`config.mk`:
```
export PLATFORM = sky130hd
export DESIGN_NAME = apb_master
export DESIGN_NICKNAME = d
export VERILOG_FILES = /design/src/rtl/apb_pkg.sv /design/src/rtl/apb_master.sv
export SDC_FILE = /design/constraint.sdc
export NUM_CORES = 1
export LEC_CHECK = 0
export CORE_MARGIN = 2
export CORE_UTILIZATION = 44
export CTS_CLUSTER_SIZE = 24
export DETAILED_ROUTE_END_ITERATION = 10
export GPL_ROUTABILITY_DRIVEN = 0
export PLACE_DENSITY = 0.94
export SLEW_MARGIN = 0
export SYNTH_ARGS = -nofsm -noshare
export SYNTH_HDL_FRONTEND = slang
export SYNTH_SLANG_ARGS = --single-unit
```
`constraint.sdc`:
```
create_clock -name PCLK -period 5.16 [get_ports PCLK]
set_input_delay 1.032 -clock PCLK [delete_from_list [all_inputs] [get_ports PCLK]]
set_output_delay 1.032 -clock PCLK [all_outputs]
set_load 0.02 [all_outputs]
```
`src/rtl/apb_pkg.sv`:
```
// rtl/apb_pkg.sv - shared APB widths, master FSM states and request record
//
// Purpose: common definitions for the APB master and anything that builds
//          requests for it (bench drivers, requester stages).
// Contents:
//   ADDR_WIDTH, DATA_WIDTH  APB address / data widths
//   apb_state_e             master FSM state encoding
//   apb_req_t               one request: direction, address, write data
package apb_pkg;

  localparam int ADDR_WIDTH = 32;
  localparam int DATA_WIDTH = 32;

  typedef enum logic [1:0] {
    IDLE   = 2'd0,
    SETUP  = 2'd1,
    ACCESS = 2'd2
  } apb_state_e;

  typedef struct packed {
    logic                  write;
    logic [ADDR_WIDTH-1:0] addr;
    logic [DATA_WIDTH-1:0] wdata;
  } apb_req_t;

endpackage

```
`src/rtl/apb_master.sv`:
```
// rtl/apb_master.sv - valid/ready request stream to APB SETUP/ACCESS master
//
// Purpose: accepts one request at a time in IDLE, runs a single APB transfer
//          and returns exactly one response pulse, aborting with rsp_err when
//          the slave holds PREADY low for too long.
// Ports:
//   PCLK, PRESETn                      clock, asynchronous active-low reset
//   req_valid/req_ready                request handshake (ready only in IDLE)
//   req_write, req_addr, req_wdata     request payload
//   rsp_valid, rsp_rdata, rsp_err      one-cycle response, no backpressure
//   PADDR, PWRITE, PSEL, PENABLE,
//   PWDATA                             APB master outputs (registered)
//   PRDATA, PREADY                     APB slave returns (used in ACCESS only)
// Parameters:
//   TIMEOUT_CYCLES  wait cycles tolerated in ACCESS before abort, 0 = never
//   CNT_WIDTH       wait counter width, 2**CNT_WIDTH > TIMEOUT_CYCLES
module apb_master
  import apb_pkg::*;
#(
  parameter int TIMEOUT_CYCLES = 16,
  parameter int CNT_WIDTH      = 8
) (
  input  logic                  PCLK,
  input  logic                  PRESETn,
  input  logic                  req_valid,
  output logic                  req_ready,
  input  logic                  req_write,
  input  logic [ADDR_WIDTH-1:0] req_addr,
  input  logic [DATA_WIDTH-1:0] req_wdata,
  output logic                  rsp_valid,
  output logic [DATA_WIDTH-1:0] rsp_rdata,
  output logic                  rsp_err,
  output logic [ADDR_WIDTH-1:0] PADDR,
  output logic                  PWRITE,
  output logic                  PSEL,
  output logic                  PENABLE,
  output logic [DATA_WIDTH-1:0] PWDATA,
  input  logic [DATA_WIDTH-1:0] PRDATA,
  input  logic                  PREADY
);

  apb_state_e           state;
  logic [CNT_WIDTH-1:0] wait_cnt;
  logic                 timeout_hit;

  // Gating with PRESETn keeps req_ready low while reset is held, even though
  // the state register already sits in IDLE.
  assign req_ready = (state == IDLE) && PRESETn;

  // The counter only reaches TIMEOUT_CYCLES after that many PREADY-low ACCESS
  // cycles; the abort is taken on the following low cycle.
  assign timeout_hit = (TIMEOUT_CYCLES != 0) &&
                       (wait_cnt == CNT_WIDTH'(TIMEOUT_CYCLES));

  always_ff @(posedge PCLK or negedge PRESETn) begin
    if (!PRESETn) begin
      state     <= IDLE;
      wait_cnt  <= '0;
      rsp_valid <= 1'b0;
      rsp_rdata <= '0;
      rsp_err   <= 1'b0;
      PADDR     <= '0;
      PWRITE    <= 1'b0;
      PSEL      <= 1'b0;
      PENABLE   <= 1'b0;
      PWDATA    <= '0;
    end else begin
      rsp_valid <= 1'b0;
      rsp_err   <= 1'b0;
      rsp_rdata <= '0;
      case (state)
        IDLE: begin
          // PADDR/PWRITE/PWDATA keep their last values while idle.
          if (req_valid) begin
            PADDR    <= req_addr;
            PWRITE   <= req_write;
            PWDATA   <= req_wdata;
            PSEL     <= 1'b1;
            PENABLE  <= 1'b0;
            wait_cnt <= '0;
            state    <= SETUP;
          end
        end
        SETUP: begin
          PENABLE <= 1'b1;
          state   <= ACCESS;
        end
        ACCESS: begin
          // PREADY takes priority over a coincident timeout.
          if (PREADY) begin
            PSEL      <= 1'b0;
            PENABLE   <= 1'b0;
            rsp_valid <= 1'b1;
            rsp_rdata <= PWRITE ? '0 : PRDATA;
            state     <= IDLE;
          end else if (timeout_hit) begin
            PSEL      <= 1'b0;
            PENABLE   <= 1'b0;
            rsp_valid <= 1'b1;
            rsp_err   <= 1'b1;
            state     <= IDLE;
          end else begin
            wait_cnt <= wait_cnt + CNT_WIDTH'(1);
          end
        end
        default: begin
          PSEL    <= 1'b0;
          PENABLE <= 1'b0;
          state   <= IDLE;
        end
      endcase
    end
  end

endmodule

```
# Word level (Yosys, flattened, before mapping)
# Index checks and enable logic that the tools add are counted.
# classes
n_lt_le_gt_ge	0
n_mux	22
div_mod_pow	0
shift	0
bitwise_logic	1
reduce_logical	7
n_eq_ne	7
n_addsub	1
multipliers	0
# op_table
op	n
$mux 32	3
$mux 8	3
$pmux 8 s2	1
$mux 1	9
$add 8x1->8 const B	1
$eq 8x5->1 const B	1
$mux 2	3
$ne 2x2->1 const B	3
$pmux 1 s3	2
$pmux 2 s3	1
$reduce_and 2->1	2
$reduce_and 4->1	1
$ne 3x3->1 const B	1
$reduce_and 3->1	1
$eq 2x1->1 const B	1
$eq 2x2->1 const B	1
$logic_not 2->1	1
$reduce_bool 2->1	1
$logic_and 1x1->1	1
$not 1->1	1
# word_totals
ram_bits	0
regBits	111
output_inout_bits	102
latchBits	0
mem_bits_ro	0
n_memories	0
in_bits	101

# Longest topological paths before layout
# Gate-level depths: netlist of the first run.
# logic_depth
word_depth	4
ltp_mapped	7
ltp_nobuf	6

# Worst setup path before layout of the first run
# OpenSTA, ideal clock, no wires.
# synth_timing
path_kind	input-to-output
start	in PRESETn
end	out req_ready
path_buffers	0
stages	1
path_slack_ps	2575
arrival_time_ps	1553
t_required_ps	4128
cell_sequence	nor3b_1
# synth_between
elab_chain_len	1
# synth_lines
item	line	text
start: declaration	apb_master.sv:24	input logic PRESETn,
$logic_and 1x1->1	apb_master.sv:48	assign req_ready = (state == IDLE) && PRESETn;
end: declaration	apb_master.sv:26	output logic req_ready,
# Every way passes these cells.

# Worst setup path after layout of the first run
# Same ends and word-level chain as after synthesis.

==> flow_summary.yaml, run 1 <==
final_layout:
  drive_above_1_share: 0.144
  mostFrequentLayoutCell: "clkdlybuf4s50_1"
  final-instance-count-excl-fill: 621
  fin_nets: 591
  area_growth_pct: 55.6
  n_antenna_cell: 0
  final_cell_mix: "clkdlybuf4s50_1 (201), dfrtp_1 (111), mux2_2 (43)"
synth:
  syn_nets: 386
  syn_avg_cell_area_um2: 15.0
  synth_edf_count: 0
  syn_inst: 283
  synth.ff_latch_count: 111
  yosysUniqueCellTypes: 39
  synth_area_mm2: 0.00424
  synth_top_area_frac: 0.656
  post-synth-top-area-cell: "dfrtp_1"
  synthTopCellsByArea: "dfrtp_1 (66%), mux2_2 (11%), mux2_1 (6.1%)"
  synthArstFlopShare: 1.00
  ys.flop_type: "dfrtp_1"
  yosysSeqAreaShare: 0.656
  yosys_warnings: 0
cts:
  cts_tree: "built"
  htreeDepth: 3
  hold_buffers: 0
  clock_latency_ns: 0.36
  clk_pin_slew_ns: 0.09
  cts_setup_buffers: 0
  ctsLongestPathBuffers: 2
  cts.repair.resized: 0
  clock-root-buffer: "clkbuf_8"
  cts_sinks: 111
  cts_buffers: 9
place:
  place_hpwl_um: 7920
  dp.cells: 606
  io_buffer_count: 202
  pre_cts_ws_ns: 2.18
floorplan:
  core_mm2: 0.00928
  die_h_um: 102
  die_w_um: 102
  start_util: 0.456
  rows: 35
  die-area_mm2: 0.0104
  pin_count: 203
grt:
  grt_overflow: 0
  antenna_found_initial: 0
  grtUsageTotal: 0.203
  grt_pass1_vias: 3178
  grt_max_degree: 62
  grt_first_pass_wirelength_um: 16000
route:
  vias_per_cell: 4.84
  final_antenna_net_count: 0
  wl_per_cell_um: 16.6
  drcViolationCount: 0
  wl_um: 10300
  dr.pass1.iters: 4
  initialDrtViolationCount: 93
  vias: 3006
timing:
  whs_ns: 0.490
  finalSetupViolCount: 0
  grt_setup_unrepaired: "no"
  setup_tns_ns: 0
  skew_ns: 0.0176
  tightest_slew_ns: 0.759
  hold_viol: 0
  setup_slack_ns: 2.17
  drv_slew: 0
  timing.fmax_ghz: 0.335
  fin_crit_sh: 0.579
  slew_headroom: 0.494
  finalCriticalPeriod_ns: 2.99
worst_setup_path:
  start_kind: "input pin"
  startpoint: "PRESETn"
  worstPathArrival_ns: 1.96
  critPathKind: "in2out"
  required_ns: 4.13
  crit_fanout: 2
  r2r-start: "state[1]"
  cp-end-kind: "output port"
status:
  status: "finished clean"
pwr:
  powerDensity_mw_per_mm2: 520
  vdd_ir_drop_max_uv: 212
  power_w: 0.00343
  leakage_nw: 2.81
min_path:
  hold_path.class: "reg2reg"
  min-delay-start: "PWDATA[0]"
flow_run:
  cap_violations: 0
synthesized netlist by cell type (all sizes together) (2+ instances only):
cell type / count
nand2b: 3
o31ai: 2
mux2: 66
nor2: 2
ha: 2
a21oi: 3
nand3: 4
nor3b: 5
nand4: 2
a21o: 3
o32ai: 2
or3: 2
nand2: 5
nor2b: 3
o21ai: 4
and2: 32
inv: 5
dfrtp: 111
buf: 13
report_power, final:
part           internal, W  switching [W]
Clock             0.000241       0.000289
Combinational     0.000820       0.000731
Sequential         0.00117       0.000177
worst max-delay path: stages:
cell and delay (ns):
buf_4 0.10, nor3b_1 0.17, clkdlybuf4s50_1 0.64
metrics by stage:
step	util	instance area (um2)
2_1_floorplan	-	4240
3_3_place_gp	0.688	6390
3_5_place_dp	0.688	6390
4_1_cts	0.710	6590
5_1_grt	0.710	6590
6_report	0.710	6590
cells by family (layout without fill, tap and decap cells):
group                      Yosys count  in the layout  share of synthesized area
AOI/OAI and AO/OA                   20             20                     0.0357
DFF                                111            111                      0.656
buffers and inverters               18            227                     0.0219
and+or+nand+nor                     65             65                      0.103
muxes                               67             67                      0.178
adders and majority gates            2              2                    0.00591
cell type report:
cell class / count / area (um2)
Tap cell: 129 / 161
Sequential cell: 111 / 2780
Timing Repair Buffer: 207 / 2060
Inverter: 5 / 18.8
Clock inverter: 5 / 65.1
Multi-Input combinational cell: 154 / 1370
Fill cell: 646 / 2700
Clock buffer: 10 / 138
state kept, by name, indices dropped and copies added, names as in the netlist:
signal,flops
rsp_err,1
PADDR,32
rsp_valid,1
PSEL,1
PWRITE,1
rsp_rdata,32
PENABLE,1
PWDATA,32
wait_cnt,8
state,2
path summary, 6_finish.rpt:
kind / endpoint / slack (ns) / cells after the start
max: req_ready / 2.17 / 3
min: PWDATA[0] / 0.49 / 1
max reg2reg: PWDATA[11] / 3.20 / 3
min reg2reg: PWDATA[0] / 0.49 / 1
max in group asynchronous: rsp_rdata[23] / 3.13 / 3
min in group asynchronous: wait_cnt[2] / 0.82 / 2
routing by layer:
layer / GRT usage / vias to the layer above / part of all wire
met5: 0 / - / 0
met2: 0.354 / 131 / 0.53
li1: - / 1381 / -
met3: 0.0684 / 18 / 0.083
met1: 0.233 / 1476 / 0.36
met4: 0.0708 / 0 / 0.023
Power figures use the tool's default switching activity.
==> run 2, diff against run 1 <==
--- a/config.mk
+++ b/config.mk
@@ -6,11 +6,11 @@
 export NUM_CORES = 1
 export LEC_CHECK = 0
 export CORE_MARGIN = 2
-export CORE_UTILIZATION = 44
+export CORE_UTILIZATION = 41
 export CTS_CLUSTER_SIZE = 24
 export DETAILED_ROUTE_END_ITERATION = 10
 export GPL_ROUTABILITY_DRIVEN = 0
-export PLACE_DENSITY = 0.94
+export PLACE_DENSITY = 0.89
 export SLEW_MARGIN = 0
 export SYNTH_ARGS = -nofsm -noshare
 export SYNTH_HDL_FRONTEND = slang
==> constraint.sdc (replaced) <==
create_clock -name PCLK -period 3 [get_ports PCLK]
set_input_delay 0.6 -clock PCLK [delete_from_list [all_inputs] [get_ports PCLK]]
set_output_delay 0.6 -clock PCLK [all_outputs]
set_load 0.02 [all_outputs]
==> flow_summary.yaml, run 2 (synthesis results as in run 1) <==
cts:
  clock-root-buffer: "clkbuf_8"
  hold_buffers: 0
  clock_latency_ns: 0.35
  clk_pin_slew_ns: 0.10
  htreeDepth: 3
  cts_tree: "built"
  cts_setup_buffers: 0
  cts_buffers: 9
  ctsLongestPathBuffers: 2
  cts.repair.resized: 0
  cts_sinks: 111
timing:
  finalCriticalPeriod_ns: 2.47
  fin_crit_sh: 0.825
  setup_tns_ns: 0
  tightest_slew_ns: 0.805
  hold_viol: 0
  skew_ns: 0.0138
  slew_headroom: 0.463
  grt_setup_unrepaired: "no"
  finalSetupViolCount: 0
  drv_slew: 0
  timing.fmax_ghz: 0.404
route:
  met2_length_um: 5100
  final_antenna_net_count: 0
  wl_met1_um: 3680
  initialDrtViolationCount: 141
  dr_wl_met3_um: 975
  wl_per_cell_um: 15.8
  vias: 3020
  dr.pass1.iters: 4
  drcViolationCount: 0
  wl_um: 9930
  vias_per_cell: 4.81
  top_layer_used: "met4"
final_layout:
  mostFrequentLayoutCell: "clkdlybuf4s50_1"
  drive_above_1_share: 0.140
  top_regs: "PADDR x32, PWDATA x32, rsp_rdata x32"
  final_cell_mix: "clkdlybuf4s50_1 (201), dfrtp_1 (111), mux2_2 (43)"
  fillers: 768
  fin_nets: 590
  area_growth_pct: 56.1
  n_antenna_cell: 0
pwr:
  leakage_nw: 2.81
  powerDensity_mw_per_mm2: 894
  power_w: 0.00591
  vdd_ir_drop_max_uv: 492
worst_setup_path:
  start_kind: "flop"
  required_ns: 2.40
  cp-end-kind: "output port"
  critPathKind: "reg2out"
  regToRegSetupSlack_ns: 1.13
  crit_fanout: 16
  worstPathArrival_ns: 1.87
  r2r_cells: 6
  r2r-start: "wait_cnt[0]"
  r2r_end: "wait_cnt[1]"
grt:
  grt_overflow: 0
  grt_pass1_vias: 3162
  antenna_found_initial: 0
  grt_first_pass_wirelength_um: 15800
  grt_max_degree: 71
  grtUsageTotal: 0.182
flow_run:
  cap_violations: 0
min_path:
  hold_path.class: "in2async"
place:
  place_hpwl_um: 7560
  io_buffer_count: 202
floorplan:
  pin_count: 203
  die-area_mm2: 0.0112
  die_w_um: 106
  start_util: 0.416
  die_h_um: 106
  core_mm2: 0.0102
  rows: 37
status:
  status: "finished clean"
-- run 2: cell type report --
cell class | instances | area [um2] | area share
tap | 136 | 170 | 0.0257
clock inverter | 2 | 37.5 | 0.00568
timing repair buffer | 206 | 2060 | 0.312
sequential | 111 | 2780 | 0.420
inverter | 5 | 18.8 | 0.00284
clock buffer | 14 | 173 | 0.0261
multi-input combinational | 154 | 1370 | 0.207
-- run 2: layer usage --
layer  vias up  global-route usage
met5         -                   0
met4         0              0.0620
met3        18              0.0754
met2       138               0.311
met1      1483               0.205
li1       1381                   -
-- run 2: power by group --
group | total [W] | switching (W) | internal, W
sequential | 0.00232 | 0.000306 | 0.00202
clock | 0.000914 | 0.000458 | 0.000456
combinational | 0.00267 | 0.00126 | 0.00141
total | 0.00591 | 0.00202 | 0.00389
-- run 2: worst max-delay path by stage --
stage	start	to	slack (ns)	cells past startpoint
4_1_cts	state[1]	req_ready	0.51	2
6_report	state[1]	req_ready	0.53	2
3_3_place_gp	req_valid	PWDATA[12]	0.74	4
3_5_place_dp	req_valid	PWDATA[9]	0.68	4
5_1_grt	state[1]	req_ready	0.47	2
2_1_floorplan	state[1]	req_ready	1.27	2
-- run 2: through the flow --
stage | utilization | worst slack (ns) | cells | hold slack, ns | cell area, um2
after global placement | 0.628 | 0.742 | 612 | 0.467 | 6400
after detailed placement | 0.628 | 0.685 | 612 | 0.476 | 6400
final | 0.649 | 0.526 | 628 | 0.459 | 6610
after CTS | 0.649 | 0.506 | 628 | 0.470 | 6610
after floorplan | - | 1.27 | 283 | 0.304 | 4240
after global routing | 0.649 | 0.468 | 628 | 0.512 | 6610
-- run 2: worst max-delay path, stage by stage, from the launching register on --
cell and delay [ns]:
dfrtp_1 0.57, nor3b_1 0.29, clkdlybuf4s50_1 0.65
